<file path="src/rtl/aes_pkg.sv">
// Shared types and constants for the iterative AES round controller.
package aes_pkg;

  localparam int unsigned NR_128 = 10;
  localparam int unsigned NR_192 = 12;
  localparam int unsigned NR_256 = 14;

  // Round counter must represent 0..nr inclusive.
  function automatic int unsigned round_width(input int unsigned nr);
    return $clog2(nr + 1);
  endfunction

  localparam int unsigned ROUND_W_128 = round_width(NR_128);
  localparam int unsigned ROUND_W_MAX = round_width(NR_256);

  typedef enum logic [2:0] {
    IDLE,
    ARK0,
    SB,
    SR,
    MC,
    ARK,
    FINISH,
    ERR
  } aes_state_e;

  typedef struct packed {
    logic sb;
    logic sr;
    logic mc;
    logic ark;
  } stage_ena_t;

endpackage

</file>
<file path="src/rtl/aes_stage_timer.sv">
// Per-stage wait counter: flags when a stage may accept done and when it has run out of time.
module aes_stage_timer #(
  parameter int unsigned STAGE_TIMEOUT = 16
) (
  input  logic clk,
  input  logic rst,
  input  logic clear,
  input  logic enable,
  output logic armed,
  output logic expire
);

  localparam int unsigned CNT_W = $clog2(STAGE_TIMEOUT);

  logic [CNT_W-1:0] cnt_q;

  // Saturates at the limit; the controller always leaves the stage by then.
  always_ff @(posedge clk or negedge rst) begin
    if (!rst) begin
      cnt_q <= '0;
    end else if (clear) begin
      cnt_q <= '0;
    end else if (enable && !expire) begin
      cnt_q <= cnt_q + CNT_W'(1);
    end
  end

  assign armed  = (cnt_q != '0);
  assign expire = (cnt_q == CNT_W'(STAGE_TIMEOUT - 1));

endmodule

</file>
<file path="src/rtl/aes_round_ctrl.sv">
// Round sequencer for the iterative AES encryption datapath:
// ARK0, then (SB, SR, MC, ARK) per round with MC skipped in the last round.
module aes_round_ctrl
  import aes_pkg::*;
#(
  parameter int unsigned NR            = NR_128,
  parameter int unsigned ROUND_W       = ROUND_W_128,
  parameter int unsigned STAGE_TIMEOUT = 16
) (
  input  logic               clk,
  input  logic               rst,
  input  logic               start,
  input  logic               sb_done,
  input  logic               sr_done,
  input  logic               mc_done,
  input  logic               ark_done,
  output logic               sb_ena,
  output logic               sr_ena,
  output logic               mc_ena,
  output logic               ark_ena,
  output logic [ROUND_W-1:0] round,
  output logic               load_sel,
  output logic               busy,
  output logic               done,
  output logic               err
);

  aes_state_e         state_q, state_d;
  stage_ena_t         ena_q, ena_d;
  logic [ROUND_W-1:0] round_q, round_d;
  logic               load_sel_q, load_sel_d;
  logic               busy_q, busy_d;
  logic               done_q, done_d;
  logic               err_q, err_d;
  logic               in_stage, stage_done, accept;
  logic               timer_clr, armed, expire;

  assign in_stage  = state_q inside {ARK0, SB, SR, MC, ARK};
  assign timer_clr = (state_d != state_q);

  aes_stage_timer #(
    .STAGE_TIMEOUT(STAGE_TIMEOUT)
  ) u_timer (
    .clk   (clk),
    .rst   (rst),
    .clear (timer_clr),
    .enable(in_stage),
    .armed (armed),
    .expire(expire)
  );

  // Next state and next registered outputs.
  always_comb begin
    state_d    = state_q;
    round_d    = round_q;
    load_sel_d = load_sel_q;
    stage_done = 1'b0;
    accept     = 1'b0;

    case (state_q)
      ARK0, ARK: stage_done = ark_done;
      SB:        stage_done = sb_done;
      SR:        stage_done = sr_done;
      MC:        stage_done = mc_done;
      default:   stage_done = 1'b0;
    endcase
    // The first cycle of a stage may still see the previous stage's done.
    accept = stage_done && armed;

    case (state_q)
      IDLE, ERR: begin
        if (start) begin
          state_d    = ARK0;
          round_d    = '0;
          load_sel_d = 1'b1;
        end
      end
      ARK0: begin
        if (accept) begin
          state_d    = SB;
          round_d    = ROUND_W'(1);
          load_sel_d = 1'b0;
        end
      end
      SB: if (accept) state_d = SR;
      SR: if (accept) state_d = (round_q < ROUND_W'(NR)) ? MC : ARK;
      MC: if (accept) state_d = ARK;
      ARK: begin
        if (accept) begin
          if (round_q == ROUND_W'(NR)) begin
            state_d = FINISH;
          end else begin
            state_d = SB;
            round_d = round_q + ROUND_W'(1);
          end
        end
      end
      FINISH:  state_d = IDLE;
      default: state_d = IDLE;
    endcase

    if (in_stage && expire && !accept) begin
      state_d    = ERR;
      load_sel_d = 1'b0;
    end

    ena_d.sb  = (state_d == SB);
    ena_d.sr  = (state_d == SR);
    ena_d.mc  = (state_d == MC);
    ena_d.ark = (state_d == ARK0) || (state_d == ARK);
    busy_d    = state_d inside {ARK0, SB, SR, MC, ARK};
    done_d    = (state_d == FINISH);
    err_d     = (state_d == ERR);
  end

  always_ff @(posedge clk or negedge rst) begin
    if (!rst) begin
      state_q    <= IDLE;
      ena_q      <= '0;
      round_q    <= '0;
      load_sel_q <= 1'b0;
      busy_q     <= 1'b0;
      done_q     <= 1'b0;
      err_q      <= 1'b0;
    end else begin
      state_q    <= state_d;
      ena_q      <= ena_d;
      round_q    <= round_d;
      load_sel_q <= load_sel_d;
      busy_q     <= busy_d;
      done_q     <= done_d;
      err_q      <= err_d;
    end
  end

  assign sb_ena   = ena_q.sb;
  assign sr_ena   = ena_q.sr;
  assign mc_ena   = ena_q.mc;
  assign ark_ena  = ena_q.ark;
  assign round    = round_q;
  assign load_sel = load_sel_q;
  assign busy     = busy_q;
  assign done     = done_q;
  assign err      = err_q;

endmodule

</file>
<file path="config.mk">
export PLATFORM = sky130hd
export DESIGN_NAME = aes_round_ctrl
export DESIGN_NICKNAME = d
export VERILOG_FILES = /design/src/rtl/aes_pkg.sv /design/src/rtl/aes_stage_timer.sv /design/src/rtl/aes_round_ctrl.sv
export SDC_FILE = /design/constraint.sdc
export NUM_CORES = 1
export LEC_CHECK = 0
export ABC_AREA = 1
export ABC_CLOCK_PERIOD_IN_PS = 1550
export CAP_MARGIN = 10
export CORE_UTILIZATION = 50
export CTS_BUF_LIST = sky130_fd_sc_hd__clkbuf_4 sky130_fd_sc_hd__clkbuf_8
export DETAILED_ROUTE_END_ITERATION = 7
export GPL_TIMING_DRIVEN = 0
export PLACE_DENSITY = 0.89
export SKIP_LAST_GASP = 1
export SLEW_MARGIN = 20
export SYNTH_ARGS = -nofsm -noshare
export SYNTH_HDL_FRONTEND = slang
export SYNTH_SLANG_ARGS = --single-unit
export TNS_END_PERCENT = 100
</file>
<file path="constraint.sdc">
create_clock -name clk -period 1.55 [get_ports clk]
set_input_delay 0.465 -clock clk [delete_from_list [all_inputs] [get_ports clk]]
set_output_delay 0.465 -clock clk [all_outputs]
set_load 0.1 [all_outputs]
</file>
==> impl_metrics.prom <==
# TYPE chip_impl_metric gauge
chip_impl_info{name="run_status",value="complete, but fails checks"} 1
chip_impl_info{name="violated_checks",value="setup timing"} 1
chip_impl_metric{name="grt.overflow.total",unit=""} 0
chip_impl_metric{name="fin_util",unit=""} 0.818
chip_impl_metric{name="ys_seq_elements",unit=""} 19
chip_impl_metric{name="layout.nets",unit=""} 207
chip_impl_metric{name="synth_cells",unit=""} 151
chip_impl_metric{name="synthToLayoutAreaGrowth",unit="%"} 51.8
chip_impl_info{name="crit_path_cell_trace",value="buf_6 -> nor2_4 -> nand3_2 -> nand2_2 -> buf_4 -> nor2_4 -> nor2_4 -> buf_4 -> nand3_2 -> nand3_2 -> nand2_1 -> nand2_1 -> nor2_4 -> nand2_4 -> nor2_1"} 1
chip_impl_metric{name="vdd_ir_drop_max",unit="mV"} 1.67
chip_impl_metric{name="worst_endpoint_data_arrival_time",unit="ns"} 2.22
chip_impl_info{name="rr_endpoint",value="u_timer.cnt_q[1]$_DFFE_PN0P_"} 1
chip_impl_metric{name="worst_pin_slew",unit="ns"} 0.865
chip_impl_info{name="cp_top_family",value="simple AND/OR/NAND/NOR gates"} 1
chip_impl_info{name="yosys-top-cells-area",value="sky130_fd_sc_hd__dfrtp_1, sky130_fd_sc_hd__nand2_1, sky130_fd_sc_hd__inv_1"} 1
chip_impl_metric{name="critPathMaxStageDelay",unit="ns"} 0.40
chip_impl_info{name="rr_startpoint",value="state_q[0]$_DFF_PN0_"} 1
chip_impl_metric{name="hold_viol",unit=""} 0
chip_impl_metric{name="cts.sink_count",unit=""} 19
chip_impl_metric{name="timing.critical_path.fanout_max",unit=""} 7
chip_impl_metric{name="iteration_0_drc_markers",unit=""} 63
chip_impl_info{name="holdCritPathClass",value="reg2reg"} 1
chip_impl_metric{name="min_period_over_period",unit=""} 1.30
chip_impl_metric{name="holdPathStages",unit=""} 1
chip_impl_info{name="start_kind",value="flip-flop"} 1
chip_impl_metric{name="total_power",unit="mW"} 4.26
chip_impl_metric{name="max_freq",unit="MHz"} 497
chip_impl_metric{name="cp_num_buf_inv",unit=""} 3
chip_impl_metric{name="route.vias.total",unit=""} 1291
chip_impl_metric{name="drt-pass1-iter-count",unit=""} 4
chip_impl_metric{name="core_area",unit="sq um"} 2250
chip_impl_metric{name="synth_warnings",unit=""} 0
chip_impl_metric{name="placement.setup.worst_slack",unit="ns"} -0.682
chip_impl_info{name="cts.root.buffer_cell",value="sky130_fd_sc_hd__clkbuf_4"} 1
chip_impl_metric{name="cts_inserted_buffers",unit=""} 3
chip_impl_metric{name="grt_start_max_net_pins",unit=""} 20
chip_impl_metric{name="cp.required",unit="ns"} 1.76
chip_impl_metric{name="clkLatencyLatePin",unit="ns"} 0.31
chip_impl_metric{name="p_sw_frac",unit=""} 0.560
chip_impl_metric{name="dp.final_hpwl",unit="mm"} 2.06
chip_impl_metric{name="syn_area_per_cell",unit="sq um"} 8.05
chip_impl_metric{name="power.static_leakage",unit="nW"} 0.895
chip_impl_metric{name="die_x",unit="um"} 51.3
chip_impl_metric{name="synth_enable_flop_cells",unit=""} 0
chip_impl_metric{name="pwr-share-seq",unit=""} 0.159
chip_impl_metric{name="routedWlPerCell",unit="um"} 18.0
chip_impl_metric{name="detail-route-antenna-nets",unit=""} 0
chip_impl_metric{name="slew_headroom",unit=""} 0.421
chip_impl_metric{name="synth.lib_cells_used.distinct",unit=""} 25
chip_impl_info{name="synthFlopType",value="sky130_fd_sc_hd__dfrtp_1"} 1
chip_impl_info{name="yosysTopAreaCell",value="sky130_fd_sc_hd__dfrtp_1"} 1
chip_impl_metric{name="report.final.slew_viol_count",unit=""} 0
chip_impl_metric{name="first_global_vias",unit=""} 1137
chip_impl_metric{name="number_of_antenna_violations_at_the_first_check_in_global_routing",unit=""} 0
chip_impl_metric{name="pwr-share-comb",unit=""} 0.777
chip_impl_metric{name="grt_usage",unit=""} 0.256
chip_impl_metric{name="die_span_y",unit="um"} 51.3
chip_impl_info{name="critPathKind",value="reg2reg"} 1
chip_impl_info{name="cp_slowest_cell",value="sky130_fd_sc_hd__dfrtp_1"} 1
chip_impl_metric{name="p_int",unit="mW"} 1.88
chip_impl_metric{name="clock_tree.htree_level_count",unit=""} 1
chip_impl_info{name="holdPathEnd",value="load_sel$_DFFE_PN0P_"} 1
chip_impl_metric{name="p_clk_frac",unit=""} 0.063
chip_impl_info{name="rsz0062_at_grt",value="true"} 1
chip_impl_metric{name="drive_above_1_share",unit=""} 0.559
chip_impl_metric{name="cell_area_synth",unit="sq um"} 1210
chip_impl_metric{name="fin_crit_period",unit="ns"} 2.01
chip_impl_metric{name="clk_transition_reported_paths",unit="ns"} 0.12
chip_impl_metric{name="place_congestion",unit=""} 0.797
chip_impl_metric{name="wirelength",unit="mm"} 4.00
chip_impl_metric{name="r2r_slack",unit="ns"} -0.46
chip_impl_metric{name="count_of_filler_cells_inserted_in_the_layout",unit=""} 125
chip_impl_metric{name="max_cap_viol_count",unit=""} 0
chip_impl_metric{name="power-per-cell-area",unit="nW/um^2"} 2310
chip_impl_info{name="synth_most_common_cell",value="sky130_fd_sc_hd__nand2_1"} 1
chip_impl_metric{name="synth_seq_area_share",unit=""} 0.391
chip_impl_info{name="tritoncts_clock_tree",value="yes"} 1
chip_impl_metric{name="design_area",unit="sq um"} 1840
chip_impl_metric{name="routed_via_density",unit=""} 5.79
chip_impl_metric{name="clock-skew-final",unit="ns"} 0.00391
chip_impl_metric{name="fp.dieArea",unit="sq um"} 2630
chip_impl_metric{name="remaining_drc_errors",unit=""} 0
chip_impl_info{name="most_frequent_cp_cell",value="sky130_fd_sc_hd__nor2_4"} 1
chip_impl_metric{name="placed_area",unit="sq um"} 1500
chip_impl_metric{name="numPortBuffers",unit=""} 18
chip_impl_info{name="synth.top_cells.by_count",value="sky130_fd_sc_hd__nand2_1, sky130_fd_sc_hd__inv_1, sky130_fd_sc_hd__dfrtp_1, sky130_fd_sc_hd__nand3_1, sky130_fd_sc_hd__nor2_1"} 1
chip_impl_metric{name="initial_core_util",unit=""} 0.539
chip_impl_metric{name="top_level_ports",unit=""} 19
chip_impl_metric{name="switching_power",unit="mW"} 2.39
chip_impl_metric{name="async_reset_ff_frac",unit=""} 1.00
chip_impl_metric{name="finalSetupViolations",unit=""} 19
chip_impl_info{name="sort_of_element_at_the_end_of_the_critical_path",value="flip-flop"} 1
chip_impl_metric{name="cts_hold_repair.buffers",unit=""} 0
chip_impl_metric{name="synth.top_cell.area_share",unit=""} 0.391
chip_impl_metric{name="grt_pass1_wl",unit="mm"} 4.99
chip_impl_metric{name="cts.path.max_buffers",unit=""} 2
chip_impl_metric{name="antennaDiodeCount",unit=""} 0
chip_impl_metric{name="whs",unit="ns"} 0.613
chip_impl_metric{name="r2r_cells",unit=""} 15
chip_impl_metric{name="finalWorstSetupSlack",unit="ns"} -0.464
chip_impl_metric{name="fp-row-count",unit=""} 17
chip_impl_info{name="min-delay-start",value="load_sel$_DFFE_PN0P_"} 1
chip_impl_metric{name="total_nets_after_synthesis",unit=""} 162
[worst max path at each step]
stage / from / to / slack (ns) / cells past startpoint
3_5_place_dp: sr_done / u_timer.cnt_q[0]$_DFFE_PN0P_ / -0.68 / 13
6_report: state_q[0]$_DFF_PN0_ / u_timer.cnt_q[1]$_DFFE_PN0P_ / -0.46 / 15
3_3_place_gp: sr_done / u_timer.cnt_q[3]$_DFFE_PN0P_ / -0.58 / 13
2_1_floorplan: state_q[2]$_DFF_PN0_ / u_timer.cnt_q[1]$_DFFE_PN0P_ / -0.07 / 14
4_1_cts: state_q[1]$_DFF_PN0_ / u_timer.cnt_q[0]$_DFFE_PN0P_ / -0.33 / 14
5_1_grt: state_q[0]$_DFF_PN0_ / u_timer.cnt_q[1]$_DFFE_PN0P_ / -0.55 / 14
[state kept, by name (all words and copies together) (netlist names)]
signal,flops
u_timer.cnt_q,4
mc_ena,1
load_sel,1
ark_ena,1
sb_ena,1
busy,1
err,1
sr_ena,1
state_q,3
round,4
done,1
[cell families (layout without fill, tap and decap cells)]
| kind of cell | Yosys count | in the layout | synth area share |
|---|---|---|---|
| DFF | 19 | 19 | 0.391 |
| and+or+nand+nor | 77 | 77 | 0.330 |
| buffers and inverters | 28 | 72 | 0.109 |
| xor gates and xnor gates | 5 | 5 | 0.0360 |
| AOI/OAI and AO/OA | 18 | 18 | 0.0927 |
| adders and majority gates | 4 | 4 | 0.0412 |
[repair_timing]
| item | in CTS | in global routing |
|---|---|---|
| cloned | 0 | 0 |
| setup buffers | 13 | 9 |
| setup endpoints to repair | 28 | 24 |
| pin swaps | 12 | 21 |
| resized for setup | 74 | 54 |
[placed cells by master (no fill, tap or decap), types with 5 or more instances in the layout]
cell and instances:
sky130_fd_sc_hd__clkbuf_4 6, sky130_fd_sc_hd__nand3_2 10, sky130_fd_sc_hd__inv_1 15, sky130_fd_sc_hd__clkdlybuf4s50_1 5, sky130_fd_sc_hd__dfrtp_1 15, sky130_fd_sc_hd__nand3_1 7, sky130_fd_sc_hd__buf_6 9, sky130_fd_sc_hd__nand2_2 8
sky130_fd_sc_hd__nand2_4 9, sky130_fd_sc_hd__inv_2 5, sky130_fd_sc_hd__nor2_1 5, sky130_fd_sc_hd__nand2_1 16, sky130_fd_sc_hd__xor2_1 5, sky130_fd_sc_hd__nor2_2 7, sky130_fd_sc_hd__buf_4 23, sky130_fd_sc_hd__nor2_4 7
[through the flow]
stage          TNS (ns)  cells
3_5_place_dp     -13.56    197
6_report          -5.60    223
5_1_grt           -6.64    223
2_1_floorplan    -0.281    151
4_1_cts           -2.98    214
3_3_place_gp     -11.92    197
[final cells by class]
cell class | count | area [sq um] | share of cell area
Tap cell | 28 | 35.0 | 0.0190
Multi-Input combinational cell | 104 | 806 | 0.437
Clock buffer | 3 | 22.5 | 0.0122
Clock inverter | 1 | 5.00 | 0.00271
Inverter | 25 | 116 | 0.0631
Sequential cell | 19 | 490 | 0.266
Timing Repair Buffer | 40 | 335 | 0.182
Buffer | 3 | 33.8 | 0.0183
[power groups by stage]
stage                     Clock [mW]  Sequential (mW)  Combinational (mW)
after floorplan                    0             1.12                1.27
after global placement             0            0.680                2.04
after detailed placement           0            0.689                2.12
after CTS                      0.264            0.675                2.44
after global routing           0.287            0.686                3.47
final                          0.270            0.679                3.31
[layer usage]
metal	track usage	wire length (um)
met1	0.297	1540
met2	0.476	2030
met3	0.0476	210
met4	0.0676	218
met5	0	0
[worst register-to-register path: stages, from the launching register on]
cell and delay (ns):
sky130_fd_sc_hd__dfrtp_1 0.40, sky130_fd_sc_hd__buf_6 0.15, sky130_fd_sc_hd__nor2_4 0.13, sky130_fd_sc_hd__nand3_2 0.08, sky130_fd_sc_hd__nand2_2 0.09, sky130_fd_sc_hd__buf_4 0.12, sky130_fd_sc_hd__nor2_4 0.04, sky130_fd_sc_hd__nor2_4 0.11
sky130_fd_sc_hd__buf_4 0.13, sky130_fd_sc_hd__nand3_2 0.14, sky130_fd_sc_hd__nand3_2 0.16, sky130_fd_sc_hd__nand2_1 0.06, sky130_fd_sc_hd__nand2_1 0.11, sky130_fd_sc_hd__nor2_4 0.05, sky130_fd_sc_hd__nand2_4 0.09, sky130_fd_sc_hd__nor2_1 0.06
(Power assumes the default switching activity.)
